**src/rtl/riscv_pkg.sv**
```systemverilog
// Shared RV32I pipeline definitions: operand mux select codes, register index width
// and the per-stage destination tracking flags.
package riscv_pkg;

    localparam int REG_ADDR_W = 5;

    // Operand Mux4 port order
    localparam logic [1:0] FWD_SEL_RF    = 2'd0;
    localparam logic [1:0] FWD_SEL_EXMEM = 2'd1;
    localparam logic [1:0] FWD_SEL_MEMWB = 2'd2;
    localparam logic [1:0] FWD_SEL_IMM   = 2'd3;

    typedef struct packed {
        logic valid;
        logic reg_write;
        logic is_load;
    } entry_flags_t;

    function automatic logic producer_live(entry_flags_t e);
        return e.valid && e.reg_write;
    endfunction

endpackage

```
**src/rtl/fwd_match.sv**
```systemverilog
// Per-operand forwarding select and hazard detection against the EX and MEM producers.
// Combinational; FWD_WB_BYPASS_EN enables MEM/WB forwarding, otherwise a MEM match is a hazard.
module fwd_match #(
    parameter int REG_ADDR_W = riscv_pkg::REG_ADDR_W
) (
    input  logic [REG_ADDR_W-1:0]  rs,
    input  logic                   use_imm,
    input  riscv_pkg::entry_flags_t ex_flags,
    input  logic [REG_ADDR_W-1:0]  ex_rd,
    input  riscv_pkg::entry_flags_t mem_flags,
    input  logic [REG_ADDR_W-1:0]  mem_rd,
    output logic [1:0]             sel,
    output logic                   hazard
);
    import riscv_pkg::*;

    logic ex_match;
    logic mem_match;

    always_comb begin
        ex_match  = producer_live(ex_flags)  && (ex_rd  == rs) && (rs != '0);
        mem_match = producer_live(mem_flags) && (mem_rd == rs) && (rs != '0);
    end

    always_comb begin
        sel    = FWD_SEL_RF;
        hazard = 1'b0;
        if (use_imm) begin
            sel = FWD_SEL_IMM;
        end else if (ex_match) begin
            // A load in EX has no data yet; the top turns this into a bubble.
            if (ex_flags.is_load) begin
                hazard = 1'b1;
            end else begin
                sel = FWD_SEL_EXMEM;
            end
        end else if (mem_match) begin
`ifdef FWD_WB_BYPASS_EN
            sel = FWD_SEL_MEMWB;
`else
            hazard = 1'b1;
`endif
        end
    end

endmodule

```
**src/rtl/operand_fwd_ctrl.sv**
```systemverilog
// Hazard/forwarding controller: tracks EX/MEM/WB destinations, registers EX operand selects,
// raises a combinational load-use stall and applies flushes. Optional macro: FWD_WB_BYPASS_EN.
module operand_fwd_ctrl #(
    parameter int REG_ADDR_W = riscv_pkg::REG_ADDR_W
) (
    input  logic                  clk,
    input  logic                  rst,
    input  logic                  id_valid,
    input  logic [REG_ADDR_W-1:0] id_rs1,
    input  logic [REG_ADDR_W-1:0] id_rs2,
    input  logic [REG_ADDR_W-1:0] id_rd,
    input  logic                  id_reg_write,
    input  logic                  id_is_load,
    input  logic                  id_use_imm_b,
    input  logic                  flush,
    output logic [1:0]            fwd_sel_a,
    output logic [1:0]            fwd_sel_b,
    output logic                  stall,
    output logic                  ex_valid
);
    import riscv_pkg::*;

    entry_flags_t          ex_flags_q,  ex_flags_d;
    entry_flags_t          mem_flags_q, mem_flags_d;
    entry_flags_t          wb_flags_q,  wb_flags_d;
    logic [REG_ADDR_W-1:0] ex_rd_q,  ex_rd_d;
    logic [REG_ADDR_W-1:0] mem_rd_q, mem_rd_d;
    logic [REG_ADDR_W-1:0] wb_rd_q,  wb_rd_d;
    logic [1:0]            fwd_sel_a_q, fwd_sel_a_d;
    logic [1:0]            fwd_sel_b_q, fwd_sel_b_d;

    logic [1:0] id_sel_a;
    logic [1:0] id_sel_b;
    logic       haz_a;
    logic       haz_b;
    logic       hazard;
    logic       advance;
    logic       wb_unused;

    fwd_match #(.REG_ADDR_W(REG_ADDR_W)) u_match_a (
        .rs        (id_rs1),
        .use_imm   (1'b0),
        .ex_flags  (ex_flags_q),
        .ex_rd     (ex_rd_q),
        .mem_flags (mem_flags_q),
        .mem_rd    (mem_rd_q),
        .sel       (id_sel_a),
        .hazard    (haz_a)
    );

    // With an immediate operand B, rs2 is not read and cannot cause a hazard.
    fwd_match #(.REG_ADDR_W(REG_ADDR_W)) u_match_b (
        .rs        (id_rs2),
        .use_imm   (id_use_imm_b),
        .ex_flags  (ex_flags_q),
        .ex_rd     (ex_rd_q),
        .mem_flags (mem_flags_q),
        .mem_rd    (mem_rd_q),
        .sel       (id_sel_b),
        .hazard    (haz_b)
    );

    always_comb begin
        hazard  = id_valid && (haz_a || haz_b);
        // A taken branch kills the waiting consumer, so holding it would be pointless.
        stall   = hazard && !flush;
        advance = id_valid && !hazard && !flush;
    end

    always_comb begin
        ex_flags_d.valid     = advance;
        ex_flags_d.reg_write = advance && id_reg_write;
        ex_flags_d.is_load   = advance && id_is_load;
        ex_rd_d              = advance ? id_rd : '0;
        fwd_sel_a_d          = advance ? id_sel_a : FWD_SEL_RF;
        fwd_sel_b_d          = advance ? id_sel_b : FWD_SEL_RF;
        mem_flags_d          = ex_flags_q;
        mem_rd_d             = ex_rd_q;
        wb_flags_d           = mem_flags_q;
        wb_rd_d              = mem_rd_q;
    end

    always_ff @(posedge clk) begin
        if (rst) begin
            ex_flags_q  <= '0;
            mem_flags_q <= '0;
            wb_flags_q  <= '0;
            ex_rd_q     <= '0;
            mem_rd_q    <= '0;
            wb_rd_q     <= '0;
            fwd_sel_a_q <= FWD_SEL_RF;
            fwd_sel_b_q <= FWD_SEL_RF;
        end else begin
            ex_flags_q  <= ex_flags_d;
            mem_flags_q <= mem_flags_d;
            wb_flags_q  <= wb_flags_d;
            ex_rd_q     <= ex_rd_d;
            mem_rd_q    <= mem_rd_d;
            wb_rd_q     <= wb_rd_d;
            fwd_sel_a_q <= fwd_sel_a_d;
            fwd_sel_b_q <= fwd_sel_b_d;
        end
    end

    // WB is tracked for pipeline visibility only: the register file writes before it reads.
    always_comb begin
        wb_unused = ^{wb_flags_q, wb_rd_q};
    end

    always_comb begin
        fwd_sel_a = fwd_sel_a_q;
        fwd_sel_b = fwd_sel_b_q;
        ex_valid  = ex_flags_q.valid;
    end

endmodule

```
**config.mk**
```make
export PLATFORM = sky130hd
export DESIGN_NAME = operand_fwd_ctrl
export DESIGN_NICKNAME = d
export VERILOG_FILES = /design/src/rtl/riscv_pkg.sv /design/src/rtl/fwd_match.sv /design/src/rtl/operand_fwd_ctrl.sv
export SDC_FILE = /design/constraint.sdc
export NUM_CORES = 1
export LEC_CHECK = 0
export CAP_MARGIN = 25
export CELL_PAD_IN_SITES_DETAIL_PLACEMENT = 0
export CELL_PAD_IN_SITES_GLOBAL_PLACEMENT = 1
export CORE_ASPECT_RATIO = 1.5
export CORE_MARGIN = 2
export CORE_UTILIZATION = 30
export CTS_CLUSTER_DIAMETER = 200
export DETAILED_ROUTE_END_ITERATION = 10
export PLACE_DENSITY = 0.76
export RECOVER_POWER = 50
export SLEW_MARGIN = 25
export SYNTH_ARGS = -nofsm -noshare
export SYNTH_HDL_FRONTEND = slang
export SYNTH_SLANG_ARGS = --single-unit
export TNS_END_PERCENT = 100
```
**constraint.sdc**
```tcl
create_clock -name clk -period 2.4 [get_ports clk]
set_clock_uncertainty 0.2 [all_clocks]
set_input_delay 0.48 -clock clk [delete_from_list [all_inputs] [get_ports clk]]
set_output_delay 0.48 -clock clk [all_outputs]
set_load 0.02 [all_outputs]
```
==> results.sh <==
export IMPL_dr_first_iter_drc_count=12
export IMPL_min_path_cells=1
export IMPL_top_usage_layer="met2"
export IMPL_cp_depth=8
export IMPL_numCtsBuffers=3
export IMPL_dp_hpwl_mm=1.56
export IMPL_clock_latency_ns=0.24
export IMPL_crit_fanout=3
export IMPL_violations="negative setup slack"
export IMPL_synth_fp_nets=117
export IMPL_drt_wl_total_mm=1.96
export IMPL_crit_required_ns=1.72
export IMPL_grt_antenna_before_repair=0
export IMPL_rows=24
export IMPL_gr_usage_met2_pct=21.8
export IMPL_area_growth_pct=56.4
export IMPL_grt_pass1_vias=790
export IMPL_syn_cell_area_sq_um=916
export IMPL_vias_per_cell=4.37
export IMPL_synth_edf_count=0
export IMPL_cap_violations=0
export IMPL_criticalPathCategory="input port to primary output"
export IMPL_worstPathArrival_ns=1.89
export IMPL_ctsHoldBuffers=0
export IMPL_finalCritPeriodShare_pct=107
export IMPL_final_cell_mix="buf_4 (17), dfxtp_1 (14), clkdlybuf4s50_1 (10)"
export IMPL_whs_ns=0.270
export IMPL_ff2ff_path_depth=9
export IMPL_synthFlopType="dfxtp_1"
export IMPL_fp_dieH_um=71.7
export IMPL_drive_gt1_share_pct=39.6
export IMPL_cts_buffer_depth=2
export IMPL_synthCells=95
export IMPL_ys_warn_count=0
export IMPL_antenna_left=0
export IMPL_synthTopCellsByArea="dfxtp_1 (39%), xnor2_1 (11%), nor4_2 (8.2%)"
export IMPL_status="finished with violations"
export IMPL_startpoint_type="input port"
export IMPL_clockRootBuffer="clkbuf_8"
export IMPL_final_area_sq_um=1430
export IMPL_dp_slack_ns=-1.06
export IMPL_cts_reportedPaths_clkPinSlew_ns=0.07
export IMPL_start_util_pct=31.4
export IMPL_ir_drop_v=0.000266
export IMPL_leakage_nw=0.584
export IMPL_synth_avg_cell_area_sq_um=9.64
export IMPL_core_sq_um=2910
export IMPL_nets=163
export IMPL_drt_first_pass_iters=2
export IMPL_path_cells="buf_6, or4_4, nor2_4, buf_6, or4_4, o22ai_4, o21ba_4, buf_6"
export IMPL_cp_common_cell="buf_6"
export IMPL_async_reset_ff_share_pct=0
export IMPL_end_kind="primary output"
export IMPL_cts_sinks=18
export IMPL_worst_slack_ns=-0.174
export IMPL_setup_viol=1
export IMPL_slew_violations=0
export IMPL_io_pins=28
export IMPL_critPathSlowestCell="or4_4"
export IMPL_use_met1_pct=13.6
export IMPL_chipWidth_um=49.1
export IMPL_grt_util_met3_pct=2.71
export IMPL_htree_num_levels=1
export IMPL_worst_path_buf_inv=3
export IMPL_hold_viol=0
export IMPL_cts_tree="yes"
export IMPL_gp_congestion=0.879
export IMPL_p_per_area_nw_per_um2=429
export IMPL_detail_route_wl_per_cell_um=11.0
export IMPL_synth_top_area_share_pct=39.3
export IMPL_synth_distinct_cells=26
export IMPL_slowest_delay_ns=0.54
export IMPL_max_freq_mhz=389
export IMPL_antennaDiodeCount=0
export IMPL_fin_util_pct=49.2
export IMPL_layout_min_cycle_time_ns=2.57
export IMPL_hold_path_class="flop to flop"
export IMPL_crit_family="simple AND/OR/NAND/NOR gates"
export IMPL_power_total_w=0.000615
export IMPL_num_vias=778
export IMPL_drc=0
export IMPL_grt_max_degree=12
export IMPL_final_common_cell="buf_4"
export IMPL_synth_ff_latch_count=18
export IMPL_synth_top_cell_by_area="dfxtp_1"
export IMPL_grt_overflow=0
export IMPL_grtUsageTotal_pct=12.2
export IMPL_placed_cell_area_sq_um=1330
export IMPL_port_buffers=26
export IMPL_die_area_sq_um=3520
export IMPL_ys_seq_area_share_pct=39.3
export IMPL_grt_pass1_wl_mm=3.40
export IMPL_rsz0062_at_grt="yes"
[flip-flops by register name (all words and copies together), names as in the netlist]
register     cells
fwd_sel_b        2
mem_rd_q         5
ex_valid         1
ex_rd_q          5
ex_flags_q       2
mem_flags_q      2
fwd_sel_a        1
[report_power, final]
part | internal (W) | switching [W] | total [W]
Clock | 0.000111 | 0.0000906 | 0.000202
Combinational | 0.0000596 | 0.0000429 | 0.000103
Sequential | 0.000306 | 0.00000473 | 0.000311
[per-stage QoR]
step	std cells	setup TNS (ns)
2_1_floorplan	95	-0.0611
3_3_place_gp	173	-4.46
3_5_place_dp	173	-4.94
4_1_cts	177	-0.199
5_1_grt	178	-0.217
6_report	178	-0.174
[cell usage after synthesis (2+ instances only)]
cell type	n
nor2b_1	7
dfxtp_1	18
nor2_1	2
nor4_1	4
nand2_1	4
xor2_1	8
or4_1	2
xnor2_1	12
inv_1	9
nor4_2	6
buf_6	2
nand4_1	3
nor3_1	5
[cell type report]
cell class | count | area [sq um]
multi-input combinational | 64 | 572
inverter | 9 | 33.8
timing repair buffer | 45 | 372
fill | 292 | 1480
tap | 39 | 48.8
clock buffer | 3 | 41.3
sequential | 18 | 365
[worst reg2reg max path, cell delays in order, from the launching register on]
cell	delay, ns
dfxtp_1	0.39
xnor2_1	0.13
nand4_1	0.15
nor4b_2	0.30
buf_4	0.18
a22o_1	0.19
buf_4	0.12
buf_4	0.09
buf_4	0.19
nor4_1	0.08
[layer usage]
metal,share of wire [%],up-vias
li1,-,407
met1,39,347
met4,2.1,0
met3,4.3,4
met5,0,-
met2,55,20
[final timing paths]
check                      from        endpoint  slack (ns)
setup / recovery      id_rs1[3]           stall       -0.17
hold / removal    ex_flags_q[1]  mem_flags_q[1]        0.27
setup reg to reg     ex_rd_q[2]    fwd_sel_b[0]        0.27
hold reg to reg   ex_flags_q[1]  mem_flags_q[1]        0.27
[repair_timing]
item | 4_1_cts | 5_1_grt
buffers inserted | 2 | 1
pin swaps | 9 | 11
gates resized for setup | 44 | 16
setup endpoints to repair | 12 | 1
[cells by family (layout without fill, tap and decap cells)]
logic type	count (synthesis)	after routing	synth area share, %
flip-flops	18	18	39.3
other	1	1	0.409
AO/OA/AOI/OAI	4	4	3.28
AND/OR/NAND/NOR	39	39	30.5
buffers and inverters	13	57	7.38
XOR/XNOR	20	20	19.1
(Power assumes the default switching activity.)
